## config.mk

```make
export PLATFORM = sky130hd
export DESIGN_NAME = ldst_unit
export DESIGN_NICKNAME = d
export VERILOG_FILES = /design/src/rtl/ldst_unit.sv
export SDC_FILE = /design/constraint.sdc
export NUM_CORES = 1
export LEC_CHECK = 0
export BUFFER_PORTS_ARGS = -buffer_cell sky130_fd_sc_hd__buf_2
export CAP_MARGIN = 5
export CORE_ASPECT_RATIO = 0.9
export CORE_MARGIN = 8
export CORE_UTILIZATION = 48
export CTS_CLUSTER_DIAMETER = 100
export DETAILED_ROUTE_END_ITERATION = 16
export PLACE_DENSITY = 0.82
export RECOVER_POWER = 50
export SETUP_SLACK_MARGIN = 0.15
export SLEW_MARGIN = 25
export SYNTH_ARGS = -nofsm -noshare
export SYNTH_HDL_FRONTEND = slang
export SYNTH_SLANG_ARGS = --single-unit
export TNS_END_PERCENT = 1
```

## constraint.sdc

```tcl
create_clock -name clk -period 2.1 [get_ports clk]
set_input_delay 0.42 -clock clk [delete_from_list [all_inputs] [get_ports clk]]
set_output_delay 0.42 -clock clk [all_outputs]
set_load 0.02 [all_outputs]
```

## src/rtl/ldst_unit.sv

```systemverilog
// Load/store unit: turns decoded memory ops into word-aligned data-memory requests and returns
// extended load results. Optional request timeout is enabled by defining LDST_TIMEOUT_EN.
module ldst_unit #(
  parameter int ADDR_WIDTH = 32,
  parameter int MAX_WAIT   = 16
) (
  input  logic                  clk,
  input  logic                  rst,
  input  logic                  req_valid,
  input  logic [2:0]            ld_st_ctrl,
  input  logic [ADDR_WIDTH-1:0] addr,
  input  logic [31:0]           store_data,
  output logic                  busy,
  output logic [31:0]           load_data,
  output logic                  load_valid,
  output logic                  misaligned,
  output logic                  timeout,
  output logic                  dmem_req,
  output logic [3:0]            dmem_we,
  output logic [ADDR_WIDTH-1:0] dmem_addr,
  output logic [31:0]           dmem_wdata,
  input  logic                  dmem_ack,
  input  logic [31:0]           dmem_rdata
);

  localparam logic [2:0] OP_LB  = 3'b000;
  localparam logic [2:0] OP_LH  = 3'b001;
  localparam logic [2:0] OP_LW  = 3'b010;
  localparam logic [2:0] OP_LBU = 3'b011;
  localparam logic [2:0] OP_LHU = 3'b100;
  localparam logic [2:0] OP_SB  = 3'b101;
  localparam logic [2:0] OP_SH  = 3'b110;
  localparam logic [2:0] OP_SW  = 3'b111;

  if (MAX_WAIT < 1) begin : g_bad_max_wait
    $error("MAX_WAIT must be at least 1");
  end

  typedef enum logic [1:0] {IDLE, REQ, RESP} state_t;

  state_t     state;
  logic [2:0] ctrl_p1;
  logic [1:0] lane_p1;
  logic       misalign_p0;
  logic [3:0] we_p0;
  logic [31:0] wdata_p0;

  function automatic logic is_store(input logic [2:0] ctrl);
    return (ctrl == OP_SB) || (ctrl == OP_SH) || (ctrl == OP_SW);
  endfunction

  function automatic logic check_misalign(input logic [2:0] ctrl, input logic [1:0] lane);
    logic bad;
    bad = 1'b0;
    case (ctrl)
      OP_LH, OP_LHU, OP_SH: bad = lane[0];
      OP_LW, OP_SW:         bad = |lane;
      default:              bad = 1'b0;
    endcase
    return bad;
  endfunction

  // Picks the addressed byte/half out of the read word and extends it to 32 bits.
  function automatic logic [31:0] extract(input logic [2:0] ctrl, input logic [1:0] lane,
                                          input logic [31:0] word);
    logic signed [7:0]  byte_s;
    logic signed [15:0] half_s;
    logic [31:0]        res;
    byte_s = word[{lane, 3'b000} +: 8];
    half_s = lane[1] ? word[31:16] : word[15:0];
    case (ctrl)
      OP_LB:   res = {{24{byte_s[7]}}, byte_s};
      OP_LBU:  res = {24'd0, byte_s};
      OP_LH:   res = {{16{half_s[15]}}, half_s};
      OP_LHU:  res = {16'd0, half_s};
      default: res = word;
    endcase
    return res;
  endfunction

  // Acceptance-cycle decode: alignment, byte enables and lane-replicated store data.
  always_comb begin
    misalign_p0 = check_misalign(ld_st_ctrl, addr[1:0]);
    we_p0       = 4'b0000;
    wdata_p0    = store_data;
    case (ld_st_ctrl)
      OP_SB: begin
        we_p0    = 4'b0001 << addr[1:0];
        wdata_p0 = {4{store_data[7:0]}};
      end
      OP_SH: begin
        we_p0    = addr[1] ? 4'b1100 : 4'b0011;
        wdata_p0 = {2{store_data[15:0]}};
      end
      OP_SW: begin
        we_p0    = 4'b1111;
        wdata_p0 = store_data;
      end
      default: begin
        we_p0    = 4'b0000;
        wdata_p0 = store_data;
      end
    endcase
  end

`ifdef LDST_TIMEOUT_EN
  localparam int CNT_W = $clog2(MAX_WAIT + 1);
  logic [CNT_W-1:0] wait_cnt;
`else
  assign timeout = 1'b0;
`endif

  always_ff @(posedge clk) begin
    if (rst) begin
      state      <= IDLE;
      busy       <= 1'b0;
      ctrl_p1    <= 3'd0;
      lane_p1    <= 2'd0;
      load_data  <= 32'd0;
      load_valid <= 1'b0;
      misaligned <= 1'b0;
      dmem_req   <= 1'b0;
      dmem_we    <= 4'd0;
      dmem_addr  <= '0;
      dmem_wdata <= 32'd0;
`ifdef LDST_TIMEOUT_EN
      wait_cnt   <= '0;
      timeout    <= 1'b0;
`endif
    end else begin
      load_valid <= 1'b0;
      misaligned <= 1'b0;
`ifdef LDST_TIMEOUT_EN
      timeout    <= 1'b0;
`endif
      case (state)
        IDLE: begin
          if (req_valid) begin
            if (misalign_p0) begin
              misaligned <= 1'b1;
            end else begin
              state      <= REQ;
              busy       <= 1'b1;
              dmem_req   <= 1'b1;
              ctrl_p1    <= ld_st_ctrl;
              lane_p1    <= addr[1:0];
              dmem_addr  <= {addr[ADDR_WIDTH-1:2], 2'b00};
              dmem_we    <= we_p0;
              dmem_wdata <= wdata_p0;
`ifdef LDST_TIMEOUT_EN
              wait_cnt   <= '0;
`endif
            end
          end
        end
        // Request in flight; an ack in the final allowed cycle still completes normally.
        REQ: begin
          if (dmem_ack) begin
            dmem_req <= 1'b0;
            if (is_store(ctrl_p1)) begin
              state <= IDLE;
              busy  <= 1'b0;
            end else begin
              load_data  <= extract(ctrl_p1, lane_p1, dmem_rdata);
              load_valid <= 1'b1;
              state      <= RESP;
            end
          end
`ifdef LDST_TIMEOUT_EN
          else if (wait_cnt == CNT_W'(MAX_WAIT - 1)) begin
            state    <= IDLE;
            busy     <= 1'b0;
            dmem_req <= 1'b0;
            timeout  <= 1'b1;
          end else begin
            wait_cnt <= wait_cnt + 1'b1;
          end
`endif
        end
        RESP: begin
          state <= IDLE;
          busy  <= 1'b0;
        end
        default: begin
          state <= IDLE;
          busy  <= 1'b0;
        end
      endcase
    end
  end

endmodule

```

## Yosys cells after proc, flatten, opt, wreduce, memory -nomap -nowiden

Cells that the tools add are included.

- Output and inout bits: 105
- Word-level logic and storage cells: 71
- ROM bits: 0
- Memories kept: 0
- RAM bits: 0
- Register bits after elaboration: 109
- Latch bits: 0

- Div/mod/pow operators: 0
- Shifts and indexed selects: 2
- Bitwise logic cells: 6
- Multiplexer cells: 20
- Reduce and logical (&&, ||, !) cells: 15
- Order comparisons: 0
- Add/sub/neg operators: 0
- Equal/unequal tests: 17
- Multipliers: 0

Operators by type and width:

| operator | count |
|---|---|
| $pmux 32 s4 | 1 |
| $pmux 32 s2 | 1 |
| $shiftx 32x6->8 | 1 |
| $eq 3x3->1 const B | 8 |
| $mux 16 | 1 |
| $pmux 4 s3 | 1 |
| $reduce_and 3->1 | 3 |
| $reduce_or 3->1 | 3 |
| $mux 2 | 4 |
| $ne 2x2->1 const B | 4 |
| $reduce_and 4->1 | 2 |
| $mux 1 | 7 |
| $eq 3x1->1 const B | 2 |
| $eq 3x2->1 const B | 2 |
| $not 1->1 | 6 |
| $pmux 1 s2 | 3 |
| $mux 4 | 1 |
| $pmux 2 s2 | 1 |
| $reduce_or 2->1 | 2 |
| $shl 1x2->4 const A | 1 |
| $logic_not 3->1 | 1 |
| $eq 2x1->1 const B | 1 |
| $logic_not 2->1 | 1 |
| $logic_or 1x1->1 | 2 |
| $reduce_bool 2->1 | 1 |

## Depth between registers and ports, before layout

- Depth after elaboration: 6
- Gate-level depth with buffers: 8
- Gate-level depth less buffers: 5

## Worst setup path after synthesis

No wires, ideal clock.

- Kind: input to register
- From: input ld_st_ctrl[2]
- To: register dmem_wdata[10]
- Stages on the path: 8
- Arrival: 1,621 ps
- Setup slack: 347 ps
- Data required time: 1,968 ps
- Cells stage by stage: buf_2 -> nand2b_1 -> a21oi_1 -> o31ai_2 -> buf_4 -> buf_4 -> a221oi_1 -> nor3_1

- Longest elaborated chain between the ends: 5

Ends and longest elaborated chain:

| item | line | source |
|---|---|---|
| start: declaration | 10 | `input logic [2:0] ld_st_ctrl,` |
| $eq 3x3->1, or another cell as far along | 55, 86 |  |
| $reduce_or 3->1 / $reduce_or 2->1 (equally long branches) | 55 | `case (ctrl)` |
| $pmux 1 s2 | 55 |  |
| $not 1->1 (no line) | - |  |
| $reduce_and 3->1 (no line) | - |  |
| end signal: assignment | 149 | `dmem_wdata <= wdata_p0;` |
| end: declaration | 21 | `output logic [31:0] dmem_wdata,` |

Several ways; a longest one is shown, not always the timed one.
A chain may end at the register's enable or synchronous reset.

## Worst setup path in the final report

- From: register state[1]
- To: register load_data[13]

- Longest elaborated chain between the ends: 2

Ends and longest elaborated chain:

| item | line | source |
|---|---|---|
| start: declaration | 41 | `state_t state;` |
| start signal: assignment | 115 | `state <= IDLE;` |
| start signal: assignment | 142 | `state <= REQ;` |
| start signal: assignment | 161 | `state <= IDLE;` |
| $eq 2x1->1 | 136 | `case (state)` |
| $reduce_and 3->1 (no line) | - |  |
| end signal: assignment | 164 | `load_data <= extract(ctrl_p1, lane_p1, dmem_rdata);` |
| end: declaration | 14 | `output logic [31:0] load_data,` |

No other way between the ends.

==> impl_results.md <==
- Gr usage total: a little under a quarter
- Status: finished clean
- Power Density: about 800 mW/mm^2
- Global route total overflow: 0
- Clock sink count: 109
- Area delta synth->final: 27.3%
- CP Data Required Time: 2.37 ns
- Synth Cell Area: 0.00488 mm^2
- Max-slew headroom: 60.0%
- R2R depth: 5
- First-pass GRT wire length: 25400 um
- Simple-gate area share of the yosys netlist: between 20% and 30%
- Fmax achieved: 0.555 GHz
- Crit path cell chain: nand3b_1 > nand2b_1 > nor2_1 > nand2_1 > o22ai_1
- Die ar.: 0.0137 mm^2
- Slowest-stage cell, CP: nor2_1
- Antenna Cells: 0
- Setup Fix Bufs, Post-CTS: 0
- Register area share after synthesis: 44.7%
- Initial Util: 48.5%
- Cells after Synth: between 500 and 600
- Number of global-route vias before repair: 5091
- Hold Fails Final Rpt: 0
- Post-synthesis adder-cell area fraction: 0%
- Main combinational cell family by area after synthesis: compound AO/OA/AOI/OAI gates
- Post-Synth XOR/XNOR Area: 0.359%
- Largest net degree at the start of global routing: 67
- Final instance area: 0.00622 mm^2
- Fin crit share: 85.8%
- Worst setup startpoint: state[1]
- # port buffers: 204
- Number of H-tree levels: 3
- R2R Setup Slk: 0.30 ns
- WHS: ~0.31 ns
- Mux cell area share after synthesis: 4.33%
- Fill cell count: 954
- Leak Pwr: 2.36 nW
- CP Launch Type: register
- Mean post-synth cell area: 8.30 um^2
- Most frequent cells in the layout: 122 x nand2_1, 108 x dfxtp_1, 103 x clkbuf_1
- Worst EP arrival: slightly above 2 ns
- Clk root buf: clkbuf_16
- Clk_lat worst skew: between 0.3 and 0.4 ns
- TritonCTS clock tree: yes
- Die W: 122 um
- Post-DP HPWL: 12000 um
- Final Setup Violations: 0
- Post_cts resized: 0
- Slew Viols, Final: 0
- Async SR Flop Fraction: 0%
- Core Box Area: between 0.01 and 0.015 mm^2
- Number of synthesized flops with an enable pin: 0
- Yosys top cell by area: dfxtp_1
- Top_reg_cell synth: dfxtp_1
- Hold Crit Class: in2reg
- Unrepaired setup endpoints after global routing: no
- Post-Layout Cell Count: between 900 and 1k
- Max cap viols: 0
- Most common cell after layout, fill and taps aside: nand2_1
- Hold_sp: addr[11]
- Largest cells by area after synthesis: dfxtp_1 45%, nand2_1 9.4%, a21oi_1 6.3%
- Power, Total: 5.12 mW
- Ys Warns: 0
- Max stage delay on crit path: 0.42 ns
- CTS Buffer Depth: 2
- CP endpoint kind: register
- DR vias/cell: 5.61
- DR vias: between 5k and 6k
- # hold bufs at CTS: 0
- Setup TNS: 0 ns
- Worst-path maximum fanout: 8
- Fin nets: ~880
- Netlist cell types: 51
- #FFs+latches synth: 109
- Hold Crit Depth: 3
- Number of DRC markers in iteration 0: approximately 430
- VDD IR max: 0.403 mV
- 1st-pass router iterations: 7
- Worst-path clk slew: 0.08 ns
- Row count: 35
- Routed Antenna Nets: 0
- DR WL/cell: around 18 um
- DRC: 0
- Top cell type's share of synthesized area: 44.7%
- Initial antenna violation count: 0
- Final GP Congestion: 0.930
- Drt total wl: approximately 16000 um
- Crit path kind: reg2reg
- R2R Path Start: state[1]
- # IOs: 208
- Worst-Margin Slew: roughly 0.6 ns
- Post-synthesis compound-gate area fraction: around 24%
- Placed Cells incl. Taps: 892
- Dpl cell area: between 0.006 and 0.007 mm^2
- Layout cells sized above 1: 21.3%
- Die height: 112 um
- Final Skew: 0.0105 ns
- Min Tclk post-route: roughly 1.8 ns
- Total CTS buffers: 9
flip-flops by register name, indices dropped and copies added, names as in the netlist:
name,flops
lane_p1,2
misaligned,1
load_data,32
state,2
busy,1
load_valid,1
dmem_addr,30
ctrl_p1,3
dmem_wdata,32
dmem_we,4
dmem_req,1
cell families (layout without fill, tap and decap cells):
| group | after synthesis | in the layout |
|---|---|---|
| other | 1 | 3 |
| DFF | 109 | 109 |
| and+or+nand+nor | 232 | 232 |
| muxes | 19 | 19 |
| buffers and inverters | 57 | 246 |
| AOI/OAI and AO/OA | 168 | 168 |
| xor gates and xnor gates | 2 | 2 |
per-stage QoR:
stage / worst slack (ns) / utilization, %
floorplan: 0.347 / -
global placement: 0.198 / 59.9
detailed placement: 0.0637 / 59.9
CTS: 0.292 / 63.0
global route: 0.174 / 61.7
finish: 0.298 / 61.7
final cells by class:
cell class	instances	area (um^2)	area share (%)
Clock inverter	4	55.1	0.886
Inverter	4	15.0	0.242
Multi-Input combinational cell	424	2430	39.2
Timing Repair Buffer	226	1110	17.9
Tap cell	129	161	2.60
Clock buffer	12	256	4.13
Sequential cell	109	2180	35.1
power by group:
part | total (mW) | switching [mW] | leakage (nW) | internal, mW
logic | 1.05 | 0.680 | 1.32 | 0.368
registers | 2.29 | 0.0853 | 0.892 | 2.21
clock network | 1.78 | 0.783 | 0.149 | 0.999
total | 5.12 | 1.55 | 2.36 | 3.58
per-layer routing:
metal	vias to the layer above	routed length (um)	part of all wire, %	GRT usage [%]
li1	2448	-	-	-
met1	2387	6610	41	26.7
met2	225	7410	46	37.3
met3	34	1570	9.8	8.19
met4	0	369	2.3	7.47
met5	-	0	0	0
Yosys cell counts, types with 3 or more instances:
| cell type | instances |
|---|---|
| a211oi_1 | 20 |
| a211oi_2 | 10 |
| a21boi_0 | 8 |
| a21oi_1 | 61 |
| a221oi_1 | 17 |
| a22o_1 | 8 |
| buf_2 | 21 |
| buf_4 | 7 |
| clkbuf_1 | 21 |
| dfxtp_1 | 109 |
| inv_1 | 4 |
| mux2_2 | 7 |
| mux2i_1 | 11 |
| nand2_1 | 122 |
| nand2b_1 | 5 |
| nand3_1 | 12 |
| nand3b_1 | 4 |
| nor2_1 | 52 |
| nor2b_1 | 4 |
| nor3_1 | 18 |
| nor4_1 | 3 |
| o21ai_0 | 14 |
| o221ai_1 | 7 |
| o22ai_1 | 9 |
critical path: cells and delay by family (launching register included):
family | cells | cell delay, ns
AND/OR/NAND/NOR | 4 | 1.14
AO/OA/AOI/OAI | 1 | 0.23
flip-flops | 1 | 0.35
path summary, 6_finish.rpt:
check                                      to
worst max-delay path            load_data[13]
worst min-delay path            dmem_addr[11]
worst max register to register  load_data[13]
worst min register to register   dmem_addr[6]
(Power assumes the default switching activity.)
